<file path="src/rtl/pipelined_controller.sv">
// Main control unit for the 5-stage MIPS pipeline: decodes the ID-stage word and
// carries the control fields through ID/EX, EX/MEM and a MEM_STAGES-deep MEM/WB chain.
module pipelined_controller #(
    parameter int ALUCTL_W   = 4,
    parameter int MEM_STAGES = 1
) (
    input  logic                Clk,
    input  logic                Rst,
    input  logic [31:0]         Instruction,
    input  logic                Stall,
    input  logic                Flush,
    output logic                EX_Valid,
    output logic                EX_ALUSrc,
    output logic                EX_RegDst,
    output logic                EX_Link,
    output logic [ALUCTL_W-1:0] EX_ALUControl,
    output logic                EX_Illegal,
    output logic                MEM_Valid,
    output logic                MEM_MemRead,
    output logic                MEM_MemWrite,
    output logic                MEM_Branch,
    output logic                MEM_BranchNe,
    output logic                MEM_Jump,
    output logic                WB_Valid,
    output logic                WB_RegWrite,
    output logic                WB_MemToReg
);

    localparam logic [ALUCTL_W-1:0] ALU_ADD = ALUCTL_W'(0);
    localparam logic [ALUCTL_W-1:0] ALU_SUB = ALUCTL_W'(1);
    localparam logic [ALUCTL_W-1:0] ALU_AND = ALUCTL_W'(2);
    localparam logic [ALUCTL_W-1:0] ALU_OR  = ALUCTL_W'(3);
    localparam logic [ALUCTL_W-1:0] ALU_SLT = ALUCTL_W'(4);
    localparam logic [ALUCTL_W-1:0] ALU_SLL = ALUCTL_W'(5);
    localparam logic [ALUCTL_W-1:0] ALU_MUL = ALUCTL_W'(6);

    typedef struct packed {
        logic                valid;
        logic                illegal;
        logic                alu_src;
        logic                reg_dst;
        logic                link;
        logic                mem_read;
        logic                mem_write;
        logic                branch;
        logic                branch_ne;
        logic                jump;
        logic                reg_write;
        logic                mem_to_reg;
        logic [ALUCTL_W-1:0] alu_ctl;
    } ex_ctl_t;

    typedef struct packed {
        logic valid;
        logic mem_read;
        logic mem_write;
        logic branch;
        logic branch_ne;
        logic jump;
        logic reg_write;
        logic mem_to_reg;
    } mem_ctl_t;

    typedef struct packed {
        logic valid;
        logic reg_write;
        logic mem_to_reg;
    } wb_ctl_t;

    logic [5:0] opcode;
    logic [5:0] funct;
    logic       legal;
    ex_ctl_t    dec;
    ex_ctl_t    ex_q;
    mem_ctl_t   mem_q;
    wb_ctl_t    wb_in;
    wb_ctl_t [MEM_STAGES-1:0] wb_q;
    wb_ctl_t [MEM_STAGES:0]   wb_pipe;

    assign opcode = Instruction[31:26];
    assign funct  = Instruction[5:0];

    always_comb begin
        dec   = '0;
        legal = 1'b1;
        case (opcode)
            6'b000000: begin
                dec.reg_dst   = 1'b1;
                dec.reg_write = 1'b1;
                case (funct)
                    6'b100000: dec.alu_ctl = ALU_ADD;
                    6'b100010: dec.alu_ctl = ALU_SUB;
                    6'b100100: dec.alu_ctl = ALU_AND;
                    6'b100101: dec.alu_ctl = ALU_OR;
                    6'b101010: dec.alu_ctl = ALU_SLT;
                    6'b000000: dec.alu_ctl = ALU_SLL;
                    default:   legal       = 1'b0;
                endcase
            end
            6'b011100: begin
                dec.reg_dst   = 1'b1;
                dec.reg_write = 1'b1;
                dec.alu_ctl   = ALU_MUL;
                legal         = (funct == 6'b000010);
            end
            6'b001000, 6'b001100, 6'b001101, 6'b001010: begin
                dec.alu_src   = 1'b1;
                dec.reg_write = 1'b1;
                case (opcode)
                    6'b001100: dec.alu_ctl = ALU_AND;
                    6'b001101: dec.alu_ctl = ALU_OR;
                    6'b001010: dec.alu_ctl = ALU_SLT;
                    default:   dec.alu_ctl = ALU_ADD;
                endcase
            end
            6'b100011: begin
                dec.alu_src    = 1'b1;
                dec.mem_read   = 1'b1;
                dec.mem_to_reg = 1'b1;
                dec.reg_write  = 1'b1;
            end
            6'b101011: begin
                dec.alu_src   = 1'b1;
                dec.mem_write = 1'b1;
            end
            6'b000100: begin
                dec.alu_ctl = ALU_SUB;
                dec.branch  = 1'b1;
            end
            6'b000101: begin
                dec.alu_ctl   = ALU_SUB;
                dec.branch    = 1'b1;
                dec.branch_ne = 1'b1;
            end
            6'b000010: dec.jump = 1'b1;
            6'b000011: begin
                dec.jump      = 1'b1;
                dec.link      = 1'b1;
                dec.reg_write = 1'b1;
            end
            default: legal = 1'b0;
        endcase
        // All-zero word is the canonical NOP, not an sll, and must not flag illegal.
        if (Instruction == 32'h0) begin
            dec = '0;
        end else if (!legal) begin
            dec         = '0;
            dec.illegal = 1'b1;
        end else begin
            dec.valid = 1'b1;
        end
    end

    always_ff @(posedge Clk) begin
        if (Rst || Flush || Stall) ex_q <= '0;
        else                       ex_q <= dec;
    end

    always_ff @(posedge Clk) begin
        if (Rst || Flush) begin
            mem_q <= '0;
        end else begin
            mem_q.valid      <= ex_q.valid;
            mem_q.mem_read   <= ex_q.mem_read;
            mem_q.mem_write  <= ex_q.mem_write;
            mem_q.branch     <= ex_q.branch;
            mem_q.branch_ne  <= ex_q.branch_ne;
            mem_q.jump       <= ex_q.jump;
            mem_q.reg_write  <= ex_q.reg_write;
            mem_q.mem_to_reg <= ex_q.mem_to_reg;
        end
    end

    // Only write-back fields ride the MEM chain; wb_pipe[0] is the EX/MEM tap.
    assign wb_in.valid      = mem_q.valid;
    assign wb_in.reg_write  = mem_q.reg_write;
    assign wb_in.mem_to_reg = mem_q.mem_to_reg;
    assign wb_pipe          = {wb_q, wb_in};

    always_ff @(posedge Clk) begin
        if (Rst) wb_q <= '0;
        else     wb_q <= wb_pipe[MEM_STAGES-1:0];
    end

    assign EX_Valid      = ex_q.valid;
    assign EX_ALUSrc     = ex_q.alu_src;
    assign EX_RegDst     = ex_q.reg_dst;
    assign EX_Link       = ex_q.link;
    assign EX_ALUControl = ex_q.alu_ctl;
    assign EX_Illegal    = ex_q.illegal;
    assign MEM_Valid     = mem_q.valid;
    assign MEM_MemRead   = mem_q.mem_read;
    assign MEM_MemWrite  = mem_q.mem_write;
    assign MEM_Branch    = mem_q.branch;
    assign MEM_BranchNe  = mem_q.branch_ne;
    assign MEM_Jump      = mem_q.jump;
    assign WB_Valid      = wb_pipe[MEM_STAGES].valid;
    assign WB_RegWrite   = wb_pipe[MEM_STAGES].reg_write;
    assign WB_MemToReg   = wb_pipe[MEM_STAGES].mem_to_reg;

endmodule

</file>
<file path="config.mk">
export PLATFORM = sky130hd
export DESIGN_NAME = pipelined_controller
export DESIGN_NICKNAME = d
export VERILOG_FILES = /design/src/rtl/pipelined_controller.sv
export SDC_FILE = /design/constraint.sdc
export NUM_CORES = 1
export LEC_CHECK = 0
export ABC_AREA = 1
export CAP_MARGIN = 20
export CORE_MARGIN = 2
export CORE_UTILIZATION = 40
export DETAILED_ROUTE_END_ITERATION = 7
export GPL_ROUTABILITY_DRIVEN = 1
export GPL_TIMING_DRIVEN = 0
export PLACE_DENSITY_LB_ADDON = 0.12
export SLEW_MARGIN = 10
export SYNTH_ARGS = -nofsm -noshare
export SYNTH_HDL_FRONTEND = slang
export SYNTH_SLANG_ARGS = --single-unit
</file>
<file path="constraint.sdc">
create_clock -name Clk -period 1.5 [get_ports Clk]
set_input_delay 0.225 -clock Clk [delete_from_list [all_inputs] [get_ports Clk]]
set_output_delay 0.225 -clock Clk [all_outputs]
set_load 0.05 [all_outputs]
</file>
* Word level (Yosys, flattened, before mapping)
Index checks and enable logic that the tools add are counted.
** Cells by class
- Reduce and logical (&&, ||, !) cells :: 15
- Eq/ne operators :: 17
- Multiplexer cells :: 16
- Bitwise operators :: 1
** Operators by type and width (number)
- == test 6 bit, second input constant :: 7
- logical NOT 32 bit :: 1
- == test 6 x 4 -> 1 bit, second input constant :: 4
- == test 6 x 2 -> 1 bit, second input constant :: 3
- one-hot mux 4 bit (4 select lines) :: 1
- 2-to-1 mux 15 bit :: 1
- one-hot mux 3 bit (5 select lines) :: 1
- == test 6 x 3 -> 1 bit, second input constant :: 2
- logical NOT 6 bit :: 2
- OR reduction 6 bit :: 2
- 2-to-1 mux 1 bit :: 11
- OR reduction 10 bit :: 1
- one-hot mux 3 bit (3 select lines) :: 1
- OR reduction 2 bit :: 4
- OR reduction 8 bit :: 1
- == test 6 x 5 -> 1 bit, second input constant :: 1
- OR reduction 4 bit :: 1
- one-hot mux 1 bit (3 select lines) :: 1
- OR reduction 3 bit :: 1
- logical OR 1 bit :: 2
- inverter 1 bit :: 1
** Word-level totals
- Output and inout bits :: 18
- Bits of input ports :: 36
- Flip-flop bits (word level) :: 25

* Longest topological paths before layout
- Word-level depth :: 6
- Mapped depth :: 10

* Least setup slack after synthesis
Ideal clock, no wire load.
- Path kind :: input -> register
- From :: input port Instruction[3]
- To :: register ex_q[5] (netlist bit)
- Arrival :: 1047 ps
- Setup time :: 118 ps
- Setup slack :: 336 ps
- Buffers on the path :: 0
- Stages on the path :: 8
- Cell sequence :: nor2_1 -> nand2_1 -> nor2_1 -> nand2_1 -> nor2_1 -> nor2_2 -> nand2_4 -> nor2_2
** Between the ends
- Word-level cells in the longest chain between the ends :: 6
- Elaborated cells on any way between the ends :: 13
** Ends and longest elaborated chain
- start, declared :: RTL line 9 : input logic [31:0] Instruction,
- == test 6 bit / logical NOT 6 bit (equally long branches) :: RTL line 90 : case (funct)
- OR reduction 6 bit (no line)
- 2-to-1 mux 1 bit :: RTL line 90
- one-hot mux 1 bit (3 select lines) :: RTL line 86 : case (opcode)
- inverter 1 bit (no line)
- OR reduction 3 bit (no line) *
- end signal, assigned :: RTL line 155 : if (Rst || Flush || Stall) ex_q <= '0;
- end signal, assigned :: RTL line 156 : else ex_q <= dec;
- end, declared :: RTL line 74 : ex_ctl_t ex_q;
Every way passes the cells marked *; elsewhere a longest branch is shown, timed or not.
A chain may end at the register's enable or synchronous reset.

* Worst setup path after layout
- From :: register ex_q, in the netlist EX_ALUControl[0]
- To :: output port EX_ALUControl[0]
** RTL lines
- end, declared :: RTL line 16 : output logic [ALUCTL_W-1:0] EX_ALUControl,
No word-level cell between the ends.

==> impl_metrics.env <==
export IMPL_drc_errors=0
export IMPL_grt_max_degree=15
export IMPL_vias=1229
export IMPL_ios=54
export IMPL_die_h_um=58.0
export IMPL_placed_cell_area_mm2=0.00172
export IMPL_cts_buffer_depth=2
export IMPL_use_met1=0.175
export IMPL_power_leakage_nw=0.882
export IMPL_routabilityCongestion=0.856
export IMPL_cp_end_kind="primary output"
export IMPL_grt_pass1_vias=1142
export IMPL_fin_ws_ns=0.0373
export IMPL_cts_num_sinks=24
export IMPL_initial_utilization=0.422
export IMPL_ys_seq_area_frac=0.412
export IMPL_grt_util_met2=0.336
export IMPL_ys_top_cells_by_count="46 x nor2_1, 28 x nand2_1, 27 x inv_1, 24 x dfxtp_1, 14 x nand3_1"
export IMPL_grt_pass1_wl_um=4490
export IMPL_yosys_area_top_type="dfxtp_1"
export IMPL_ys_async_sr_fraction=0
export IMPL_seqCellArea_um2=480
export IMPL_area_growth_pct=55.9
export IMPL_numPortBuffers=52
export IMPL_fmax_mhz=684
export IMPL_clock_latency_ns=0.31
export IMPL_p_per_area_mw_per_mm2=718
export IMPL_fillers=267
export IMPL_htreeDepth=1
export IMPL_core_area_mm2=0.00276
export IMPL_top_usage_layer="met2"
export IMPL_synth_area_leaders="dfxtp_1 41%, nor2_1 15%, nand2_1 9.0%, inv_1 8.7%, nor2_2 7.0%"
export IMPL_gr_total_overflow=0
export IMPL_grtUsageTotal=0.168
export IMPL_worstPathMaxFanout=1
export IMPL_synth_warnings=0
export IMPL_r2r_worst_path_cells=2
export IMPL_synth_area_mm2=0.00116
export IMPL_antenna_left=0
export IMPL_syn_area_per_cell_um2=6.66
export IMPL_cp_start_kind="flop"
export IMPL_routed_via_density=4.64
export IMPL_diodes=0
export IMPL_yosys_cell_count_top_type="nor2_1"
export IMPL_hold_worst_slack_ns=0.321
export IMPL_final_cell_area_mm2=0.00182
export IMPL_drtPass1Iterations=6
export IMPL_p_total_mw=1.30
export IMPL_met3_usage=0.0223
export IMPL_cts_reportedPaths_clkPinSlew_ns=0.13
export IMPL_hold_viol_final=0
export IMPL_holdPathStages=3
export IMPL_clock_skew_ns=0.00988
export IMPL_die_area_mm2=0.00336
export IMPL_status="finished clean"
export IMPL_report_final_slew_viol_count=0
export IMPL_peakVddDrop_mv=0.781
export IMPL_synth_top_area_share=0.412
export IMPL_netlist_instances=175
export IMPL_ys_flop_type="dfxtp_1"
export IMPL_multi_input_area_um2=582
export IMPL_min_period_ns=1.46
export IMPL_arrival_ns=1.24
export IMPL_crit_required_ns=1.27
export IMPL_fin_crit_sh=0.975
export IMPL_path_class="flop to primary output"
export IMPL_die_width_um=58.0
export IMPL_synth_edf_count=0
export IMPL_cts_root_buffer="clkbuf_4"
export IMPL_wirelength_um=2700
export IMPL_fin_util=0.658
export IMPL_cts_tree="done"
export IMPL_ys_ff_latch=24
export IMPL_nets=271
export IMPL_ys_types=18
export IMPL_drtIter0Drc=23
export IMPL_cts_inserted_buffers=3
export IMPL_min_path_type="input pin to flop"
export IMPL_post_drt_wl_per_cell_um=10.2
export IMPL_antenna_found_initial=0
export IMPL_hpwlAfterDp_um=2200
export IMPL_dp_slack_ns=-0.326
export IMPL_finalSetupViolCount=0
export IMPL_syn_nets=211
export IMPL_num_rows=19
export IMPL_maxCapViolations=0
export IMPL_drive_above_1_share=0.171
## metal layers
layer / part of all wire / vias to the layer above / routed length (um)
li1: - / 636 / -
met1: 0.39 / 542 / 1040
met2: 0.54 / 44 / 1460
met3: 0.054 / 7 / 145
met4: 0.020 / 0 / 53
met5: 0 / - / 0
## area by class of cell
class	count	share of cell area
Timing Repair Buffer	55	0.288
Inverter	29	0.0600
Clock buffer	3	0.0124
Buffer	4	0.0165
Sequential cell	24	0.265
Multi-Input combinational cell	118	0.320
Tap cell	31	0.0214
Clock inverter	1	0.0165
## path summary, 6_finish.rpt
kind                      end        startpoint  slack (ns)
min                   ex_q[7]   Instruction[26]        0.32
max          EX_ALUControl[0]  EX_ALUControl[0]        0.04
min reg2reg       WB_RegWrite          mem_q[1]        0.41
max reg2reg         MEM_Valid          EX_Valid        0.98
## worst max-delay path, cell delays in order (launching register included)
cell and delay (ns):
dfxtp_1 0.33, buf_4 0.09, dlygate4sd2_1 0.52
## repair_timing
item                       in CTS  in global routing
buffers inserted                0                  3
hold buffers                    0                  0
pin swaps                       0                  4
setup endpoints to repair      18                 15
resized for setup              19                 17
gates cloned                    0                  0
## kinds of logic (layout without fill, tap and decap cells)
family / after synthesis / count (layout) / share of synthesized area
other: 1 / 1 / 0.00322
buffers and inverters: 33 / 92 / 0.119
AO/OA/AOI/OAI: 5 / 5 / 0.0215
flip-flops: 24 / 24 / 0.412
AND/OR/NAND/NOR: 112 / 112 / 0.444
## sequential cells by signal (all words and copies together) (netlist names)
signal and flops:
MEM_Valid 1, WB_MemToReg 1, EX_RegDst 1, ex_q 6, EX_Valid 1, EX_Illegal 1
mem_q 2, MEM_MemWrite 1, EX_ALUSrc 1, MEM_BranchNe 1, EX_ALUControl 3, MEM_Branch 1
MEM_Jump 1, WB_RegWrite 1, EX_Link 1, WB_Valid 1
## metrics by stage
| stage | std cells | TNS, ns |
|---|---|---|
| 6_report | 265 | 0 |
| 3_5_place_dp | 258 | -4.06 |
| 2_1_floorplan | 175 | 0 |
| 5_1_grt | 265 | -0.0298 |
| 4_1_cts | 262 | 0 |
| 3_3_place_gp | 258 | -3.71 |
## placed cells by master (no fill, tap or decap), drive strengths merged
| master | n |
|---|---|
| nand3 | 14 |
| o21ai | 1 |
| nor2 | 61 |
| dfxtp | 24 |
| conb | 1 |
| buf | 7 |
| inv | 29 |
| or2 | 1 |
| bufinv | 1 |
| nand4 | 1 |
| nor3 | 2 |
| clkbuf | 5 |
| dlygate4sd2 | 16 |
| a21oi | 4 |
| nand2 | 32 |
| dlymetal6s2s | 4 |
| nand3b | 1 |
| clkdlybuf4s50 | 30 |
## power by group
part,internal (mW),switching [mW],total [mW]
clock network,0.270,0.183,0.453
registers,0.639,0.000680,0.640
logic,0.112,0.0997,0.211
Power figures use the tool's default switching activity.
==> variant: new RTL, config.mk and constraints unchanged <==
Change the parameter `ALUCTL_W` from 4 to 6.
--- a/src/rtl/pipelined_controller.sv
+++ b/src/rtl/pipelined_controller.sv
@@ -1,7 +1,7 @@
 // Main control unit for the 5-stage MIPS pipeline: decodes the ID-stage word and
 // carries the control fields through ID/EX, EX/MEM and a MEM_STAGES-deep MEM/WB chain.
 module pipelined_controller #(
-    parameter int ALUCTL_W   = 4,
+    parameter int ALUCTL_W   = 6,
     parameter int MEM_STAGES = 1
 ) (
     input  logic                Clk,
Ports: changed (resized EX_ALUControl); port bits go from 54 to 56. No check against the original RTL was run, so the function may have changed too.
==> variant against the unedited design <==
  * Wire length down 5.7%
  * Area after synthesis increased by 1.3%
  * Sequential cell count did not move
  * Clock power fell by 28%
  * Via count shrank 1.8%
  * Cell count is 1.1% higher
  * Total power shrank 9.1%
  * Setup slack better by 0.018 ns
  * Final area is 0.14% higher
  * Sequential power about the same
  * Critical path type unchanged
==> variant: results (changes against the unedited design) <==
OUTCOME='finished clean'
LAYOUT-DRIVE-GT1-SHARE=0.1603  # -0.01060
SYNTHTOPCELLSBYAREA='sky130_fd_sc_hd__dfxtp_1, sky130_fd_sc_hd__nor2_1, sky130_fd_sc_hd__nand2_1'
NCLKBUFFERS=4  # +1
DETAIL_ROUTE.WIRELENGTH.MET1_UM=977  # -6.1%
CRITPATHMAXSTAGEDELAY_NS=0.55  # +0.03 ns
WORST_PATH_ARRIVAL_NS=1.22  # -0.02 ns
FINAL-NONCLK-BUF-SHARE=0.3180  # +0.01335
CLK_SHARE=0.01996  # -0.008987
SYNTH-SEQ-AREA-SHARE=0.4072  # -0.005249
GLOBALROUTETOTALUTIL=0.1485  # -0.01906
CTS_REPAIR_RESIZE_COUNT=17  # -2
FINAL.FILL_COUNT=244  # -8.6%
DP_SLACK_NS=-0.3251  # +0.0007420 ns
VDD_DROP_MAX_mV=0.5251  # -33%
POST_DP_CELL_AREA_UM2=1747  # +1.3%
FIN_NETS=274  # +1.1%
SYN_TO_FINAL_GROWTH_PCT=54.08
GPL.FINAL_WEIGHTED_CONGESTION=0.7757  # -9.3%
MET1_USAGE=0.1582  # -0.01657
GLOBALROUTEMET2UTIL=0.2809  # -0.05514
LEAKAGEPOWER_uW=0.0008979  # +1.8%
VIA_COUNT=1207  # -1.8%
WORSTPATHMAXFANOUT=2  # +1
MAXCLOCKFREQUENCY_GHz=0.6923  # +1.3%
GRT_PASS1_WL_UM=3905  # -13%
SEQ_SHARE=0.2643  # -0.0003639
AREA_FRACTION_IN_COMPOUND_GATES_AFTER_SYNTHESIS=0.02121  # -0.0002734
MET2WIRELENGTH_UM=1320  # -9.7%
DETAILROUTE.WIRELENGTH.MET3_UM=183  # +26%
NUMBER_OF_GLOBAL_ROUTE_VIAS_BEFORE_REPAIR=1051  # -8.0%
DRT_PRE_ANTENNA_ITERS=4  # -2
NONCLOCKBUFFERCOUNT=60  # +1.7%
GRT_START_MAX_NET_PINS=14  # -1
SYN_INST=177  # +1.1%
MULTI_INPUT_AREA_SHARE=0.3166  # -0.003882
DETAILEDPLACEMENTHPWL_UM=2090  # -4.9%
GRT_UTIL_MET3=0.01758  # -0.004739
ROUTEDWLPERCELL_UM=9.500  # -6.8%
SKEW_FINAL_NS=0.001189  # -0.008692 ns
==> variant: cell types whose count changed in the layout (fill, tap and decap cells not counted), moves of 2 or more <==
| cell | delta |
|---|---|
| sky130_fd_sc_hd__nor2_4 | -2 |
| sky130_fd_sc_hd__conb_1 | +2 |
| sky130_fd_sc_hd__clkdlybuf4s15_1 | +3 |
| sky130_fd_sc_hd__clkbuf_2 | -2 |
| sky130_fd_sc_hd__dlygate4sd2_1 | -2 |
| sky130_fd_sc_hd__dlymetal6s2s_1 | +2 |
==> variant: worst paths after layout <==
check,start,end,cells past startpoint
worst max register to register,EX_Valid,MEM_Valid,2
worst max-delay path,mem_q[0],MEM_MemRead,1
worst min-delay path,Instruction[27],ex_q[8],3
worst min register to register,mem_q[1],WB_RegWrite,2
==> variant: report_power, final <==
part	switching (µW)	total (µW)	internal (µW)	leakage, µW
Clock	177	325	148	0.0000210
Sequential	0.548	640	639	0.000193
Combinational	106	221	115	0.000684
Total	284	1190	902	0.000898
